## config.mk

```make
export PLATFORM = sky130hd
export DESIGN_NAME = axis_frame_fifo_keep_flat
export DESIGN_NICKNAME = d
export VERILOG_FILES = /design/src/rtl/axis_frame_fifo_keep_if.sv /design/src/rtl/axis_frame_fifo_keep.sv /design/src/flat_wrapper.sv
export SDC_FILE = /design/constraint.sdc
export NUM_CORES = 1
export LEC_CHECK = 0
export CAP_MARGIN = 20
export CORE_MARGIN = 2
export CORE_UTILIZATION = 45
export DETAILED_ROUTE_END_ITERATION = 8
export GPL_TIMING_DRIVEN = 0
export PLACE_DENSITY_LB_ADDON = 0.05
export SLEW_MARGIN = 20
export SYNTH_ARGS = -nofsm -noshare
export SYNTH_HDL_FRONTEND = slang
export SYNTH_SLANG_ARGS = --single-unit
```

## constraint.sdc

```tcl
create_clock -name clk -period 6.7 [get_ports clk]
set_clock_uncertainty 0.1 [all_clocks]
set_input_delay 1.34 -clock clk [delete_from_list [all_inputs] [get_ports clk]]
set_output_delay 1.34 -clock clk [all_outputs]
set_load 0.03 [all_outputs]
```

## src/rtl/axis_frame_fifo_keep_if.sv

```systemverilog
// AXI-Stream bundle used on both sides of axis_frame_fifo_keep.
// The master drives data/valid/last/user and the slave returns ready.
interface axis_frame_fifo_keep_if #(
    parameter int DATA_WIDTH = 8,
    parameter int KEEP_WIDTH = DATA_WIDTH / 8
);
    logic [DATA_WIDTH-1:0] tdata;
    logic [KEEP_WIDTH-1:0] tkeep;
    logic                  tvalid;
    logic                  tready;
    logic                  tlast;
    logic                  tuser;

    modport master (output tdata, tkeep, tvalid, tlast, tuser, input tready);
    modport slave  (input tdata, tkeep, tvalid, tlast, tuser, output tready);
endinterface

```

## src/rtl/axis_frame_fifo_keep.sv

```systemverilog
// Store-and-forward AXI-Stream frame FIFO with tkeep; bad or overflowing frames are dropped whole.
// Optional frame_count output is built when AXIS_FRAME_FIFO_COUNT_EN is defined.
module axis_frame_fifo_keep #(
    parameter int ADDR_WIDTH     = 4,
    parameter int DATA_WIDTH     = 8,
    parameter int KEEP_WIDTH     = DATA_WIDTH / 8,
    parameter int DROP_WHEN_FULL = 1,
    parameter int DROP_BAD_FRAME = 1
) (
    input  logic                   clk,
    input  logic                   rst_n,
    axis_frame_fifo_keep_if.slave  in_axis,
    axis_frame_fifo_keep_if.master out_axis,
    output logic                   overflow,
    output logic                   bad_frame,
    output logic                   good_frame
`ifdef AXIS_FRAME_FIFO_COUNT_EN
    ,
    output logic [ADDR_WIDTH:0]    frame_count
`endif
);

    localparam int  DEPTH       = 1 << ADDR_WIDTH;
    localparam int  WORD_W      = 1 + KEEP_WIDTH + DATA_WIDTH;
    localparam bit  BACKPRESSURE = (DROP_WHEN_FULL == 0);
    localparam bit  BAD_DROP_EN  = (DROP_BAD_FRAME != 0);

    typedef logic [ADDR_WIDTH:0] ptr_t;
    typedef logic [WORD_W-1:0]   word_t;

    typedef enum logic [1:0] {
        ST_IDLE,
        ST_STORE,
        ST_DROP
    } state_e;

    word_t  mem_q [DEPTH];

    state_e state_q, state_d;
    ptr_t   wr_ptr_q, wr_ptr_d;
    ptr_t   wr_ptr_cur_q, wr_ptr_cur_d;
    ptr_t   wr_ptr_vis_q, wr_ptr_vis_d;
    ptr_t   rd_ptr_q, rd_ptr_d;
    logic   out_tvalid_q, out_tvalid_d;
    word_t  out_word_q, out_word_d;
    logic   overflow_q, overflow_d;
    logic   bad_frame_q, bad_frame_d;
    logic   good_frame_q, good_frame_d;

    logic   drop;
    logic   full_cur;
    logic   frame_fills_mem;
    logic   in_ready;
    logic   accept;
    logic   store_word;
    logic   commit;
    logic   commit_bad;
    logic   commit_good;
    logic   ovf_start;
    logic   ovf_end;
    logic   empty;
    logic   out_load;

    assign full_cur = (wr_ptr_cur_q[ADDR_WIDTH] != rd_ptr_q[ADDR_WIDTH]) &&
                      (wr_ptr_cur_q[ADDR_WIDTH-1:0] == rd_ptr_q[ADDR_WIDTH-1:0]);
    assign frame_fills_mem = full_cur && (wr_ptr_q == rd_ptr_q);

    assign in_ready   = BACKPRESSURE ? (~full_cur | drop) : 1'b1;
    assign accept     = in_axis.tvalid & in_ready;
    assign store_word = accept & ~drop & ~full_cur;
    assign commit     = store_word & in_axis.tlast;
    assign commit_bad  = commit & BAD_DROP_EN & in_axis.tuser;
    assign commit_good = commit & ~commit_bad;

    // A frame that alone fills the memory can never commit under backpressure, so drop it.
    assign ovf_start = ~drop & ((accept & full_cur) | (BACKPRESSURE & frame_fills_mem));
    assign ovf_end   = accept & in_axis.tlast & (drop | full_cur);

    // Reads see committed words one cycle after the commit.
    assign empty    = (wr_ptr_vis_q == rd_ptr_q);
    assign out_load = out_axis.tready | ~out_tvalid_q;

    always_ff @(posedge clk or negedge rst_n) begin
        if (!rst_n) begin
            state_q <= ST_IDLE;
        end else begin
            state_q <= state_d;
        end
    end

    always_comb begin
        state_d = state_q;
        unique case (state_q)
            ST_IDLE, ST_STORE: begin
                if (ovf_start && !(accept && in_axis.tlast)) begin
                    state_d = ST_DROP;
                end else if (accept) begin
                    state_d = ST_STORE;
                end
            end
            ST_DROP: begin
                if (accept && in_axis.tlast) begin
                    state_d = ST_STORE;
                end
            end
            default: state_d = ST_IDLE;
        endcase
    end

    always_comb begin
        drop         = (state_q == ST_DROP);
        overflow_d   = ovf_end;
        bad_frame_d  = commit_bad;
        good_frame_d = commit_good;
    end

    always_comb begin
        wr_ptr_d     = wr_ptr_q;
        wr_ptr_cur_d = wr_ptr_cur_q;
        wr_ptr_vis_d = wr_ptr_q;
        if (commit_bad) begin
            wr_ptr_cur_d = wr_ptr_q;
        end else if (commit_good) begin
            wr_ptr_cur_d = wr_ptr_cur_q + ptr_t'(1);
            wr_ptr_d     = wr_ptr_cur_q + ptr_t'(1);
        end else if (store_word) begin
            wr_ptr_cur_d = wr_ptr_cur_q + ptr_t'(1);
        end
        if (ovf_end) begin
            wr_ptr_cur_d = wr_ptr_q;
        end
    end

    always_comb begin
        rd_ptr_d     = rd_ptr_q;
        out_tvalid_d = out_tvalid_q;
        out_word_d   = out_word_q;
        if (out_load) begin
            out_tvalid_d = ~empty;
            if (!empty) begin
                out_word_d = mem_q[rd_ptr_q[ADDR_WIDTH-1:0]];
                rd_ptr_d   = rd_ptr_q + ptr_t'(1);
            end
        end
    end

    always_ff @(posedge clk) begin
        if (store_word) begin
            mem_q[wr_ptr_cur_q[ADDR_WIDTH-1:0]] <= {in_axis.tlast, in_axis.tkeep, in_axis.tdata};
        end
    end

    always_ff @(posedge clk or negedge rst_n) begin
        if (!rst_n) begin
            wr_ptr_q     <= '0;
            wr_ptr_cur_q <= '0;
            wr_ptr_vis_q <= '0;
            rd_ptr_q     <= '0;
            out_tvalid_q <= 1'b0;
            out_word_q   <= '0;
            overflow_q   <= 1'b0;
            bad_frame_q  <= 1'b0;
            good_frame_q <= 1'b0;
        end else begin
            wr_ptr_q     <= wr_ptr_d;
            wr_ptr_cur_q <= wr_ptr_cur_d;
            wr_ptr_vis_q <= wr_ptr_vis_d;
            rd_ptr_q     <= rd_ptr_d;
            out_tvalid_q <= out_tvalid_d;
            out_word_q   <= out_word_d;
            overflow_q   <= overflow_d;
            bad_frame_q  <= bad_frame_d;
            good_frame_q <= good_frame_d;
        end
    end

`ifdef AXIS_FRAME_FIFO_COUNT_EN
    ptr_t frame_count_q, frame_count_d;
    logic out_last_xfer;

    assign out_last_xfer = out_tvalid_q & out_axis.tready & out_word_q[WORD_W-1];

    always_comb begin
        frame_count_d = frame_count_q;
        if (good_frame_d && !out_last_xfer) begin
            frame_count_d = frame_count_q + ptr_t'(1);
        end else if (!good_frame_d && out_last_xfer) begin
            frame_count_d = frame_count_q - ptr_t'(1);
        end
    end

    always_ff @(posedge clk or negedge rst_n) begin
        if (!rst_n) begin
            frame_count_q <= '0;
        end else begin
            frame_count_q <= frame_count_d;
        end
    end

    assign frame_count = frame_count_q;
`endif

    assign in_axis.tready  = in_ready;
    assign out_axis.tvalid = out_tvalid_q;
    assign out_axis.tlast  = out_word_q[WORD_W-1];
    assign out_axis.tkeep  = out_word_q[WORD_W-2 -: KEEP_WIDTH];
    assign out_axis.tdata  = out_word_q[DATA_WIDTH-1:0];
    assign out_axis.tuser  = 1'b0;
    assign overflow        = overflow_q;
    assign bad_frame       = bad_frame_q;
    assign good_frame      = good_frame_q;

endmodule

```

## src/flat_wrapper.sv

```systemverilog
// flat-port wrapper written by rule: the top's interface ports become plain ports
module axis_frame_fifo_keep_flat 
#(
    parameter int ADDR_WIDTH     = 4,
    parameter int DATA_WIDTH     = 8,
    parameter int KEEP_WIDTH     = DATA_WIDTH / 8,
    parameter int DROP_WHEN_FULL = 1,
    parameter int DROP_BAD_FRAME = 1
)
  (clk, rst_n, overflow, bad_frame, good_frame, in_axis_tdata, in_axis_tkeep, in_axis_tvalid, in_axis_tlast, in_axis_tuser, in_axis_tready, out_axis_tdata, out_axis_tkeep, out_axis_tvalid, out_axis_tlast, out_axis_tuser, out_axis_tready);
  axis_frame_fifo_keep_if #(.DATA_WIDTH(DATA_WIDTH), .KEEP_WIDTH(KEEP_WIDTH)) in_axis_i ();
  axis_frame_fifo_keep_if #(.DATA_WIDTH(DATA_WIDTH), .KEEP_WIDTH(KEEP_WIDTH)) out_axis_i ();
  input  logic clk;
  input  logic rst_n;
  output logic overflow;
  output logic bad_frame;
  output logic good_frame;
  input wire logic [$bits(in_axis_i.tdata)-1:0] in_axis_tdata;
  input wire logic [$bits(in_axis_i.tkeep)-1:0] in_axis_tkeep;
  input wire logic [$bits(in_axis_i.tvalid)-1:0] in_axis_tvalid;
  input wire logic [$bits(in_axis_i.tlast)-1:0] in_axis_tlast;
  input wire logic [$bits(in_axis_i.tuser)-1:0] in_axis_tuser;
  output wire logic [$bits(in_axis_i.tready)-1:0] in_axis_tready;
  output wire logic [$bits(out_axis_i.tdata)-1:0] out_axis_tdata;
  output wire logic [$bits(out_axis_i.tkeep)-1:0] out_axis_tkeep;
  output wire logic [$bits(out_axis_i.tvalid)-1:0] out_axis_tvalid;
  output wire logic [$bits(out_axis_i.tlast)-1:0] out_axis_tlast;
  output wire logic [$bits(out_axis_i.tuser)-1:0] out_axis_tuser;
  input wire logic [$bits(out_axis_i.tready)-1:0] out_axis_tready;
  assign in_axis_i.tdata = in_axis_tdata;
  assign in_axis_i.tkeep = in_axis_tkeep;
  assign in_axis_i.tvalid = in_axis_tvalid;
  assign in_axis_i.tlast = in_axis_tlast;
  assign in_axis_i.tuser = in_axis_tuser;
  assign in_axis_tready = in_axis_i.tready;
  assign out_axis_tdata = out_axis_i.tdata;
  assign out_axis_tkeep = out_axis_i.tkeep;
  assign out_axis_tvalid = out_axis_i.tvalid;
  assign out_axis_tlast = out_axis_i.tlast;
  assign out_axis_tuser = out_axis_i.tuser;
  assign out_axis_i.tready = out_axis_tready;
  axis_frame_fifo_keep #(.ADDR_WIDTH(ADDR_WIDTH), .DATA_WIDTH(DATA_WIDTH), .KEEP_WIDTH(KEEP_WIDTH), .DROP_WHEN_FULL(DROP_WHEN_FULL), .DROP_BAD_FRAME(DROP_BAD_FRAME)) u_core (.clk(clk), .rst_n(rst_n), .in_axis(in_axis_i), .out_axis(out_axis_i), .overflow(overflow), .bad_frame(bad_frame), .good_frame(good_frame));
endmodule
```

Word level (Yosys, flattened, before mapping)
Memories as Yosys holds them, arrays and structs flattened. A register that Yosys moved wholly into a read port is not among the register bits.
Index checks and enable logic that the tools add are counted.
Word-level totals
  bits in registers: 26
  memory bits (writable): 160
  input port bits: 15
  logic and storage cells: 56
  memories kept: 1
Operators by class
  add/subtract/negate cells: 2
  equal/unequal tests: 7
  muxes and demuxes: 10
  bitwise operators: 16
  reduce and logical (&&, ||, !) cells: 11
Memory list
  u_core.mem_q: words 16, width 10, read ports 1, clocked after memory_dff 1, write ports 1, line axis_frame_fifo_keep.sv:37  | word_t mem_q [DEPTH];
Operator list (number)
  $mux 5: 4
  $add 5x1->5 const B: 2
  $and 1x1->1: 9
  $mux 2: 3
  $reduce_and 2->1: 3
  $eq 5x5->1: 1
  $not 1->1: 5
  $eq 4x4->1: 1
  $pmux 2 s2: 1
  $reduce_bool 4->1: 1
  $logic_and 1x1->1: 3
  $ne 3x2->1 const B: 1
  $eq 2x1->1 const B: 1
  $eq 2x2->1 const B: 1
  $logic_not 1->1: 2
  $logic_not 2->1: 1
  $mux 1: 2
  $ne 2x2->1 const B: 1
  $or 1x1->1: 2
  $reduce_or 2->1: 1
  $ne 1x1->1: 1

Logic depth before layout (Yosys ltp)
  depth after elaboration: 11
  gate-level depth with buffers: 8

Worst setup path before layout
Ideal clock, no wire load.
  kind: input-to-reg
  start: in in_axis_tvalid
  end: mem u_core.mem_q[0][0] (netlist bit) (enable)
  arrival: 2.826 ns
  data required time: 6.210 ns
  setup slack: 3.384 ns
  stages: 5
  path buffers: 1
  path through: clkbuf_1 nand2_1 a21oi_1 nand2_1 nor3_1
On the way
  cells in the longest elaborated chain, start to end: 4
Ends and longest elaborated chain
  start: declaration: line flat_wrapper.sv:20  | input wire logic [$bits(in_axis_i.tvalid)-1:0] in_axis_tvalid;
  $and 1x1->1 (2 in series): line axis_frame_fifo_keep.sv:70  | assign store_word = accept & ~drop & ~full_cur;
  $mux 1: line axis_frame_fifo_keep.sv:148  | if (store_word) begin
  $mux 1 (implied by the code): line axis_frame_fifo_keep.sv:149  | mem_q[wr_ptr_cur_q[ADDR_WIDTH-1:0]] <= {in_axis.tlast, in_axis.tkeep, in_axis.tdata};
  end: declaration: line axis_frame_fifo_keep.sv:37
Every way passes these cells.

Worst setup path after layout
  start: in in_axis_tvalid
  end: mem u_core.mem_q[4][5] (netlist bit) (enable)
Same word-level chain as after synthesis.

==> reports/qor.yml <==
status: "completed"
fmax_mhz: 304
slowest_delay_ns: 0.85
io_buffers: 27
fillers: 1388
dpl_cell_area_um2: 8590
cts_buffers: 17
yosysTopAreaCell: "edfxtp_1"
cp.arrival_ns: 3.23
areaGrowthSynthToFinish_pct: 16.5
slew_headroom_pct: 29.8
syn-instance-count: 457
yosysWarnings: 0
cp_max_fo: 10
tns_ns: 0
diodes: 0
path_cells: "clkbuf_1, nand2_1, a21oi_1, nand2_1, nor2_1"
gr-total-overflow: 0
power.internal_mw: 2.79
synth_cell_type_count: 50
gp_congestion: 0.815
ctsHtreeMaxLevel: 4
initial_core_util_pct: 46.0
start_kind: "primary input"
clockPowerShare_pct: 28.2
viasPerCell: 5.53
cts_setup_buffers: 0
final_cells: 746
cpMostUsedCell: "nand2_1"
wl_per_cell_um: 22.1
synth_flop_cell: "edfxtp_1"
seq_area_frac_synth_pct: 71.7
synthTopCellsByArea: "edfxtp_1 (60%), dfrtp_1 (11%), mux4_2 (7.9%)"
finalHoldViolCount: 0
synth_edf_count: 160
drv_slew: 0
power_switching_mw: 1.27
ioPinCount: 31
period_share_pct: 49.1
core_area_um2: 17300
hpwl_mm: 11.1
firstDrtPassIters: 5
synth.most_common_cell: "edfxtp_1"
fin_util_pct: 53.6
rows: 48
netlist_area_um2: 7960
setup_viol: 0
syn_area_per_cell_um2: 17.4
peakVddDrop_mv: 0.215
grt_use_total_pct: 19.2
p_per_area_nw_per_um2: 438
critPathTopFamily: "simple AND/OR/NAND/NOR gates"
power_frac_seq_pct: 39.4
die_w_um: 137
ctsHoldBuffers: 0
maxCapViolCount: 0
cp.buffers_inverters: 1
cp_slowest_cell: "nor2_1"
grt_pass1_wl_mm: 25.7
tightestPinTransition_ns: 1.05
drive_above_1_share_pct: 21.3
setup_slack_ns: 3.41
period_needed_ns: 3.29
dp_slack_ns: 2.85
die_h_um: 137
clock_latency_ns: 0.43
critPathKind: "in2reg"
p_comb_share_pct: 32.5
final_area_um2: 9270
ant_nets: 0
antenna_found_initial: 0
leakage_nw: 3.12
vias: 4127
grt_max_degree: 30
tritoncts: "yes"
required_ns: 6.64
nets: 528
cts.sinks: 196
hp-class: "reg2reg"
synthArstFlopShare_pct: 18.4
ys_ff_latch: 196
placed_cells: 714
synth.top_cell.area_share_pct: 60.4
rsz0062_at_grt: "false"
dr.first_iter.drc_count: 313
die-area_um2: 18800
ys_top_cells_by_count: "edfxtp_1 (160), dfrtp_1 (36), mux4_2 (28)"
end_kind: "register"
cts_resized: 0
path_clk_slew_ns: 0.07
clk_path_buf_depth: 2
wl_mm: 16.5
syn_nets: 477
grt_pass1_vias: 4261
swShare_pct: 31.3
root_buffer: "clkbuf_16"
drc_errors: 0
==> flip-flops by register name, summed over array words and instances (netlist names), 2 cells and up <==
signal,count
u_core.wr_ptr_q,5
u_core.mem_q,160
u_core.wr_ptr_vis_q,5
u_core.out_word_q,10
u_core.rd_ptr_q,5
u_core.state_q,2
u_core.wr_ptr_cur_q,5
==> per-stage QoR <==
step	total power, mW	hold slack, ns
after floorplan	2.52	0.274
after global placement	2.92	0.282
after detailed placement	2.95	0.286
after CTS	4.10	0.303
after global routing	4.27	0.320
final	4.06	0.299
==> cell families after synthesis <==
logic type / count (synthesis) / share of synthesized area, %
DFF: 196 / 71.7
and+or+nand+nor: 85 / 5.34
AOI/OAI and AO/OA: 66 / 5.63
muxes: 52 / 11.6
buffers and inverters: 31 / 2.59
xor gates and xnor gates: 20 / 2.29
adders and majority gates: 5 / 0.786
other: 2 / 0.0943
==> final timing paths <==
path / startpoint / end / slack (ns) / cells past startpoint
setup / recovery: in_axis_tvalid / u_core.mem_q[4][5] / 3.41 / 5
hold / removal: u_core.wr_ptr_q[4] / u_core.wr_ptr_vis_q[4] / 0.30 / 0
setup reg to reg: u_core.rd_ptr_q[0] / u_core.mem_q[4][5] / 3.82 / 7
hold reg to reg: u_core.wr_ptr_q[4] / u_core.wr_ptr_vis_q[4] / 0.30 / 0
max in group asynchronous: rst_n / u_core.out_word_q[5] / 5.41 / 2
min in group asynchronous: rst_n / u_core.rd_ptr_q[1] / 0.66 / 1
==> worst register-to-register path: stages (launching register included) <==
cell and delay, ns:
dfrtp_1 0.39, buf_4 0.18, xnor2_1 0.13, and4_1 0.22, buf_6 0.14, a21oi_1 0.27, nand2_1 0.22, nor2_1 0.85
==> power groups by stage <==
stage          registers (mW)  logic (mW)  clock network [mW]
2_1_floorplan            1.66       0.864                   0
3_3_place_gp             1.62        1.30                   0
3_5_place_dp             1.62        1.33                   0
4_1_cts                  1.60        1.34                1.16
5_1_grt                  1.62        1.44                1.21
6_report                 1.60        1.32                1.14
==> final cells by class <==
type	instances	area (um^2)	area share (%)
Buffer	27	191	2.06
Clock buffer	19	443	4.78
Clock inverter	13	229	2.47
Inverter	4	15.0	0.162
Multi-Input combinational cell	230	2090	22.5
Sequential cell	196	5710	61.5
Tap cell	225	282	3.04
Timing Repair Buffer	32	319	3.44
==> layer usage <==
layer  track usage [%]  vias to the layer above  part of all wire, %
met4              5.15                        0                  1.1
met5                 0                        -                    0
met1              26.0                     2151                   45
li1                  -                     1875                    -
met3              3.93                       14                  3.9
met2              32.0                       87                   50
==> cell usage in the layout (no fill, tap or decap), types with 4 or more instances in the layout <==
| cell type | instances |
|---|---|
| a2111oi_0 | 10 |
| a211oi_1 | 12 |
| a21oi_1 | 22 |
| buf_2 | 5 |
| buf_4 | 10 |
| buf_6 | 5 |
| bufinv_16 | 6 |
| clkbuf_1 | 9 |
| clkbuf_16 | 17 |
| clkdlybuf4s50_1 | 26 |
| clkinvlp_4 | 4 |
| dfrtp_1 | 36 |
| edfxtp_1 | 160 |
| ha_1 | 5 |
| inv_1 | 4 |
| mux2_2 | 11 |
| mux2i_1 | 10 |
| mux4_2 | 28 |
| nand2_1 | 19 |
| nand2b_1 | 4 |
| nor2_1 | 17 |
| nor2_2 | 5 |
| nor2b_1 | 22 |
| nor3_2 | 4 |
| o21ai_0 | 8 |
| xnor2_1 | 12 |
| xor2_1 | 7 |
(Power assumes the default switching activity.)
